### config.mk
export PLATFORM = sky130hd
export DESIGN_NAME = enemy_bullet
export DESIGN_NICKNAME = d
export VERILOG_FILES = /design/src/rtl/enemy_bullet.sv
export SDC_FILE = /design/constraint.sdc
export NUM_CORES = 1
export LEC_CHECK = 0
export ABC_AREA = 1
export ABC_CLOCK_PERIOD_IN_PS = 6250
export CAP_MARGIN = 25
export CORE_MARGIN = 2
export CORE_UTILIZATION = 45
export CTS_BUF_LIST = sky130_fd_sc_hd__clkbuf_16
export CTS_CLUSTER_DIAMETER = 200
export CTS_CLUSTER_SIZE = 40
export DETAILED_ROUTE_END_ITERATION = 8
export PLACE_DENSITY = 0.81
export SLEW_MARGIN = 25
export SYNTH_ARGS = -nofsm -noshare
export SYNTH_HDL_FRONTEND = slang
export SYNTH_SLANG_ARGS = --single-unit
### constraint.sdc
create_clock -name clk_i -period 6.25 [get_ports clk_i]
set_input_delay 1.25 -clock clk_i [delete_from_list [all_inputs] [get_ports clk_i]]
set_output_delay 1.25 -clock clk_i [all_outputs]
set_load 0.005 [all_outputs]
### src/rtl/enemy_bullet.sv
// rtl/enemy_bullet.sv - single downward enemy bullet: delayed launch, per-frame motion, player hit pulse
module enemy_bullet #(
  parameter logic [9:0]  bullet_delay_p   = 10'd5,
  parameter logic [9:0]  frames_per_sec_p = 10'd60,
  parameter logic [9:0]  step_p           = 10'd4,
  parameter logic [9:0]  bullet_w_p       = 10'd2,
  parameter logic [9:0]  bullet_h_p       = 10'd8,
  parameter logic [9:0]  screen_bot_p     = 10'd479,
  parameter logic [11:0] color_p          = {4'hF, 4'h0, 4'h0}
) (
  input  logic       clk_i,
  input  logic       reset_i,
  input  logic       frame_i,
  input  logic       enable_i,
  input  logic       shooter_valid_i,
  input  logic [9:0] shooter_left_i,
  input  logic [9:0] shooter_right_i,
  input  logic [9:0] shooter_bot_i,
  input  logic [9:0] player_left_i,
  input  logic [9:0] player_right_i,
  input  logic [9:0] player_top_i,
  input  logic [9:0] player_bot_i,
  output logic       active_o,
  output logic [9:0] bullet_left_o,
  output logic [9:0] bullet_right_o,
  output logic [9:0] bullet_top_o,
  output logic [9:0] bullet_bot_o,
  output logic       player_hit_o,
  output logic [3:0] bullet_red_o,
  output logic [3:0] bullet_green_o,
  output logic [3:0] bullet_blue_o
);

  // Frames to wait between shots, minus one (last count value before launch)
  localparam logic [15:0] term_lp = {6'd0, bullet_delay_p} * {6'd0, frames_per_sec_p} - 16'd1;

  localparam logic [3:0] idle_s   = 4'b0001;
  localparam logic [3:0] armed_s  = 4'b0010;
  localparam logic [3:0] flying_s = 4'b0100;
  localparam logic [3:0] hit_s    = 4'b1000;

  logic [3:0]  state_q, state_d;
  logic [15:0] count_q, count_d;
  logic [9:0]  left_q, left_d;
  logic [9:0]  top_q, top_d;

  logic [10:0] shooter_sum;
  logic [9:0]  launch_left;
  logic [9:0]  launch_top;
  logic [10:0] next_top11;
  logic [10:0] next_bot11;
  logic        off_screen;
  logic        overlap;

  assign shooter_sum = {1'b0, shooter_left_i} + {1'b0, shooter_right_i};
  assign launch_left = 10'(shooter_sum >> 1);
  assign launch_top  = shooter_bot_i + 10'd1;

  // Top is advanced in 11 bits so a step past the bottom is caught instead of wrapping
  assign next_top11 = {1'b0, top_q} + {1'b0, step_p};
  assign next_bot11 = next_top11 + {1'b0, bullet_h_p} - 11'd1;
  assign off_screen = next_top11[10] || (next_bot11 > {1'b0, screen_bot_p});

  assign bullet_left_o  = left_q;
  assign bullet_top_o   = top_q;
  assign bullet_right_o = left_q + bullet_w_p - 10'd1;
  assign bullet_bot_o   = top_q + bullet_h_p - 10'd1;

  // Inclusive rectangle intersection on the registered bullet position
  assign overlap = (left_q <= player_right_i) && (bullet_right_o >= player_left_i) &&
                   (top_q <= player_bot_i) && (bullet_bot_o >= player_top_i);

  assign active_o     = state_q[2];
  assign player_hit_o = state_q[3];

  assign bullet_red_o   = color_p[11:8];
  assign bullet_green_o = color_p[7:4];
  assign bullet_blue_o  = color_p[3:0];

  // Next-state logic: launch timing, flight stepping and hit detection
  always_comb begin
    state_d = state_q;
    count_d = count_q;
    left_d  = left_q;
    top_d   = top_q;
    if (!enable_i) begin
      state_d = idle_s;
      count_d = 16'd0;
    end else begin
      case (state_q)
        idle_s: begin
          state_d = armed_s;
          count_d = 16'd0;
        end
        armed_s: begin
          if (frame_i) begin
            if (count_q >= term_lp) begin
              if (shooter_valid_i) begin
                state_d = flying_s;
                count_d = 16'd0;
                left_d  = launch_left;
                top_d   = launch_top;
              end
            end else begin
              count_d = count_q + 16'd1;
            end
          end
        end
        flying_s: begin
          if (overlap) begin
            state_d = hit_s;
          end else if (frame_i) begin
            if (off_screen) begin
              state_d = armed_s;
              count_d = 16'd0;
            end else begin
              top_d = 10'(next_top11);
            end
          end
        end
        hit_s: begin
          state_d = armed_s;
          count_d = 16'd0;
        end
        default: begin
          state_d = idle_s;
          count_d = 16'd0;
        end
      endcase
    end
  end

  // State and position registers with synchronous reset
  always_ff @(posedge clk_i) begin
    if (reset_i) begin
      state_q <= idle_s;
      count_q <= 16'd0;
      left_q  <= 10'd0;
      top_q   <= 10'd0;
    end else begin
      state_q <= state_d;
      count_q <= count_d;
      left_q  <= left_d;
      top_q   <= top_d;
    end
  end

endmodule
==> qor.csv, run 1 <==
metric,value,unit
status,completed,
cells after synthesis,687,
"Clk Latency, worst-skew pair",0.29,ns
Post-CTS Repair Setup Buffers,0,
clock sinks,40,
largest net degree at the start of global routing,19,
"FFs w/ async S/R, synth",0,
number of antenna violations at the first check in global routing,0,
Critical path buffers and inverters,2,
nets,933,
mean post-synth cell area,6.43,µm²
first-pass GRT wire length,17700,µm
DRT Pass-1 Iters,4,
Setup crit end kind,output pin,
Final Wtd Congestion,0.877,
routed via count,4433,
vias in the first global route,4053,
Die H,103,µm
top post-synthesis cells by area,"dfxtp_1, ha_1, nand2_1, inv_1, nor2_1",
VDD IR-drop max,0.000130,V
CTS Buf Count,5,
delay of the slowest critical-path stage,0.54,ns
Max transition margin,0.628,
critical path's slowest cell,clkdlybuf4s50_1,
Routed Antenna Nets,0,
final wirelength,10700,µm
num ports,129,
Die Wd,103,µm
CTS max path bufs,2,
Synth top area share,0.181,
Setup WS pre-CTS,2.50,ns
"Slew Viols, Final",0,
Worst EP required,5.00,ns
H-tree Lvls,2,
worst hold path class,reg2reg,
Ant. Diodes,0,
count of different cell masters after synthesis,43,
P per Cell Area,120,mW/mm²
min cycle time layout,3.69,ns
register area share after synthesis,0.181,
layout cell share with drive strength beyond 1,0.0587,
clock-pin slew on the worst setup and hold paths,0.06,ns
Syn Std Cell Area,0.00442,mm²
placed cell count,926,
Synth Flop Type,dfxtp_1,
buffers added on ports,116,
starting density of the core,0.458,
grt ovf,0,
Post-CTS Resized,0,
Leak,2.85,nW
Core Area,0.00964,mm²
Max Cap Viol,0,
die area,0.0106,mm²
CP max FO,5,
TritonCTS clock tree,done,
critical path launch point type,flip-flop,
Seq cells post-synth,40,
fmax,271,MHz
sequence of cells on the critical path,"inv_1, nor3_1, nand3_1, nor2_1, nand4_1, xnor2_1, clkdlybuf4s50_1",
setup ws final,2.56,ns
routed length per instance,11.5,µm
initial DRC count,142,
RSZ-0062 raised after global routing,no,
area post-placement,0.00564,mm²
Tightest Pin Transition,0.554,ns
fin area,0.00581,mm²
"non-filler cells, final",934,
FP Rows,36,
Total Routing Usage GR,0.206,
Final setup viols,0,
largest area contributor in the netlist,dfxtp_1,
final worst-path cycle share,0.590,
Setup Skew,0.00879,ns
cts hold-fix bufs,0,
# DRC,0,
worst path arrival time,2.44,ns
dpl hpwl,9060,µm
Area Growth Syn to Fin,31.5,%
Via-to-Cell Ratio,4.75,
Fin Setup TNS,0,ns
Post-synth EDFFs,0,
Root Buffer,clkbuf_16,
Ys Warns,0,
Setup Crit Path Kind,reg2out,
final count of hold timing violations,0,
"delay-heaviest family, CP",simple AND/OR/NAND/NOR gates,
-- worst min-delay path, cell delays in order, from the launching register on --
cell and delay [ns]:
dfxtp_1 0.31, nand2_1 0.06, nor2_1 0.03
-- routing by layer --
metal,up-vias,track usage,share of wire
li1,2397,-,-
met1,1927,0.267,0.46
met2,96,0.361,0.47
met3,13,0.0244,0.054
met4,0,0.0577,0.019
met5,-,0,0
-- cell type report --
type / count / area, µm²
multi-input cells: 500 / 3000
repair buffers: 116 / 1160
clock buffers: 5 / 125
well taps: 133 / 166
flip-flops and latches: 40 / 801
clock inverters: 3 / 42.5
fillers: 940 / 3830
inverters: 137 / 514
-- Yosys cell counts, types with 2 or more instances --
cell type / instances
nand3_1: 31
ha_1: 57
inv_1: 132
inv_2: 5
or2_2: 2
nor2_1: 70
o21ai_2: 3
nand2_2: 5
nor2_2: 3
o21ai_0: 23
nand2_1: 154
nor3_1: 7
o21bai_1: 4
o21ai_1: 4
a21oi_1: 35
nand2_4: 4
nor3_2: 4
nor2_4: 3
nand3_2: 2
nand4_1: 24
clkbuf_1: 3
xor2_1: 20
nand3_4: 4
xnor2_1: 8
buf_4: 15
a31oi_1: 5
conb_1: 2
dfxtp_1: 40
nor4_1: 4
-- registers in the layout (all words and copies together), names as in the netlist --
register and cells:
state_q 4, bullet_left_o 10, count_q 16, bullet_top_o 10
-- kinds of logic (layout without fill, tap and decap cells) --
| logic type | Yosys count | count (layout) | synth area share |
|---|---|---|---|
| AO/OA/AOI/OAI | 82 | 82 | 0.105 |
| adder cells (fa/ha/maj) | 58 | 58 | 0.166 |
| other | 2 | 12 | 0.00170 |
| flip-flops | 40 | 40 | 0.181 |
| AND/OR/NAND/NOR | 320 | 320 | 0.342 |
| XOR/XNOR | 28 | 28 | 0.0555 |
| buffers and inverters | 157 | 261 | 0.148 |
-- power by group --
group / internal [W] / switching [W]
combinational: 0.0000792 / 0.0000699
clock: 0.000187 / 0.000103
sequential: 0.000257 / 0.00000305
-- final timing paths --
| check | startpoint | to | slack (ns) | cells past startpoint |
|---|---|---|---|---|
| worst max-delay path | bullet_left_o[0] | bullet_right_o[9] | 2.56 | 7 |
| worst min-delay path | count_q[15] | count_q[15] | 0.44 | 2 |
| worst max register to register | bullet_left_o[0] | count_q[11] | 2.74 | 17 |
| worst min register to register | count_q[15] | count_q[15] | 0.44 | 2 |
-- through the flow --
stage | hold slack, ns | total power, W | utilization
2_1_floorplan | 0.417 | 0.000351 | -
3_3_place_gp | 0.431 | 0.000412 | 0.585
3_5_place_dp | 0.432 | 0.000414 | 0.585
4_1_cts | 0.443 | 0.000704 | 0.603
5_1_grt | 0.453 | 0.000734 | 0.603
6_report | 0.441 | 0.000699 | 0.603
-- placed cells by master, fill, tap and decap left out, drive strengths merged --
cell,instances
ha,57
o211ai,1
inv,137
clkinvlp,1
bufinv,1
conb,12
xnor2,8
o211a,1
a21oi,36
clkinv,1
o21bai,4
or2,3
nand2,163
clkdlybuf4s50,116
a31oi,5
a21o,1
a31o,1
nand3,37
nor2,76
o21a,1
xor2,20
clkbuf,5
o21ai,30
nor4,4
nor3,12
dfxtp,40
nand4,24
fa,1
nand3b,1
a22oi,1
o2111ai,1
Power figures use the tool's default switching activity.
==> inputs of run 2 (changes only) <==
--- a/config.mk
+++ b/config.mk
@@ -6,15 +6,15 @@
 export NUM_CORES = 1
 export LEC_CHECK = 0
 export ABC_AREA = 1
-export ABC_CLOCK_PERIOD_IN_PS = 6250
+export ABC_CLOCK_PERIOD_IN_PS = 3100
 export CAP_MARGIN = 25
 export CORE_MARGIN = 2
-export CORE_UTILIZATION = 45
+export CORE_UTILIZATION = 44
 export CTS_BUF_LIST = sky130_fd_sc_hd__clkbuf_16
 export CTS_CLUSTER_DIAMETER = 200
 export CTS_CLUSTER_SIZE = 40
 export DETAILED_ROUTE_END_ITERATION = 8
-export PLACE_DENSITY = 0.81
+export PLACE_DENSITY = 0.82
 export SLEW_MARGIN = 25
 export SYNTH_ARGS = -nofsm -noshare
 export SYNTH_HDL_FRONTEND = slang
==> constraint.sdc (replaced) <==
create_clock -name clk_i -period 3.1 [get_ports clk_i]
set_input_delay 0.62 -clock clk_i [delete_from_list [all_inputs] [get_ports clk_i]]
set_output_delay 0.62 -clock clk_i [all_outputs]
set_load 0.005 [all_outputs]
==> run 2 against run 1 <==
Clock power up 100%. Register-to-register slack lost 2.5 ns. Non-clock buffer count up 21. Worst hold slack got worse by 0.0067 ns. Final cell count is 2.4% higher. Critical path type is now reg2reg. Combinational power grew 110%. Utilization increased by 1.6 points.
==> qor.csv, run 2 (synthesis gave the netlist of run 1 again) <==
metric,value,unit
"most common cell after layout, fill and taps aside",nand2_1,
most frequent cells in the layout,"nand2_1, inv_1, clkdlybuf4s50_1, nor2_1, ha_1",
worst path arrival time,3.05,ns
P per Cell Area,234,mW/mm²
clock sinks,40,
H-tree Lvls,2,
layout cell share with drive strength beyond 1,0.0936,
setup ws final,0.208,ns
fmax,346,MHz
Tightest Pin Transition,0.539,ns
CP Launch Point,bullet_left_o[1],
delay of the slowest critical-path stage,0.33,ns
critical path's slowest cell,dfxtp_1,
largest net degree at the start of global routing,19,
Setup Crit Path Kind,reg2reg,
placed cell count,946,
VDD IR-drop max,0.000218,V
Final Wtd Congestion,0.915,
Fin Setup TNS,0,ns
hold slack,0.435,ns
routed length per instance,12.1,µm
hold path startpoint,count_q[13],
sequence of cells on the critical path,"inv_1, nor3_2, nand3_2, nor2_2, nand4_1, xnor2_2, ha_1, nand2_1, inv_1, a21oi_1, nand4_1, nand2_1, nor2_4, o21ai_4, nand3_4, buf_4, nand2_1, nor2_1",
Worst R2R Start,bullet_left_o[1],
vias in the first global route,4213,
nets,955,
max reg flops,16,
"Slew Viols, Final",0,
Die Wd,104,µm
Worst path most repeated cell,nand2_1,
final wirelength,11600,µm
routed via count,4593,
Area Growth Syn to Fin,36.9,%
first-pass GRT wire length,19100,µm
critical path launch point type,flip-flop,
Ant. Diodes,0,
reg2reg path depth,18,
Reg2Reg Setup Slack,0.21,ns
Final setup viols,0,
number of antenna violations at the first check in global routing,0,
Root Buffer,clkbuf_16,
buffers added on ports,116,
starting density of the core,0.452,
DRT Pass-1 Iters,5,
CTS Buf Count,5,
dpl hpwl,9550,µm
"non-filler cells, final",956,
min cycle time layout,2.89,ns
"Clk Latency, worst-skew pair",0.28,ns
num ports,129,
Setup crit end kind,flip-flop,
FP Rows,36,
grt ovf,0,
Hold Path Depth,2,
Worst EP required,3.26,ns
final worst-path cycle share,0.933,
Reg area,801,µm²
Max transition margin,0.639,
Core Area,0.00977,mm²
Via-to-Cell Ratio,4.80,
status,completed,
Setup WS pre-CTS,0.0419,ns
Leak,3.00,nW
die area,0.0109,mm²
# fillers,898,
clock-pin slew on the worst setup and hold paths,0.06,ns
Setup Skew,0.00566,ns
# DRC,0,
CP max FO,8,
final count of hold timing violations,0,
Multi-input gate area,0.00308,mm²
worst hold path class,reg2reg,
initial DRC count,191,
Max Cap Viol,0,
Routed Antenna Nets,0,
Die H,104,µm
CTS max path bufs,2,
Total Routing Usage GR,0.210,
Largest Register,count_q,
TritonCTS clock tree,done,
## run 2: changes by cell type in the layout (fill, tap and decap cells not counted), moves of 2 or more
cell / previous run / this run
xnor2_1: 8 / 6
buf_4: 0 / 21
o21ai_2: 3 / 1
nor2_1: 70 / 67
nor2_2: 3 / 5
o21ai_4: 0 / 2
xnor2_2: 0 / 2
## run 2: through the flow
step	cell area [µm²]	utilization	total power (W)
after detailed placement	5790	0.592	0.000839
after floorplan	4450	-	0.000707
final	6040	0.618	0.00142
after global placement	5790	0.592	0.000834
after global routing	6040	0.618	0.00148
after CTS	5960	0.610	0.00142
## run 2: layer usage
metal / share of wire / vias to the layer above / GRT usage
met5: 0 / - / 0
met4: 0.019 / 0 / 0.0598
met3: 0.053 / 20 / 0.0294
met2: 0.48 / 134 / 0.359
met1: 0.45 / 2007 / 0.275
li1: - / 2432 / -
## run 2: timing repair
item | CTS | global route
endpoints found under the setup margin | 0 | 27
setup buffers | 0 | 1
hold buffers | 0 | 0
resized for setup | 0 | 13
## run 2: path summary, 6_finish.rpt
| path | endpoint |
|---|---|
| setup / recovery | count_q[13] |
| hold / removal | count_q[13] |
| hold reg to reg | count_q[13] |
| setup reg to reg | count_q[13] |
## run 2: cell type report
cell class | count | area share
Tap cell | 133 | 0.0275
Inverter | 137 | 0.0851
Clock buffer | 5 | 0.0207
Timing Repair Buffer | 137 | 0.218
Multi-Input combinational cell | 501 | 0.509
Sequential cell | 40 | 0.132
Clock inverter | 3 | 0.00704
## run 2: report_power, final
group	leakage (nW)	internal (W)	switching, W
Combinational	2.60	0.000163	0.000148
Sequential	0.323	0.000518	0.00000330
Clock	0.0814	0.000378	0.000206
## run 2: worst max-delay path: cells and delay by family, from the launching register on
family	cells	cell delay (ns)
simple gates	11	1.29
compound gates	2	0.34
flops	1	0.33
buf+inv	3	0.32
fa+ha+maj	1	0.29
xor+xnor	1	0.18
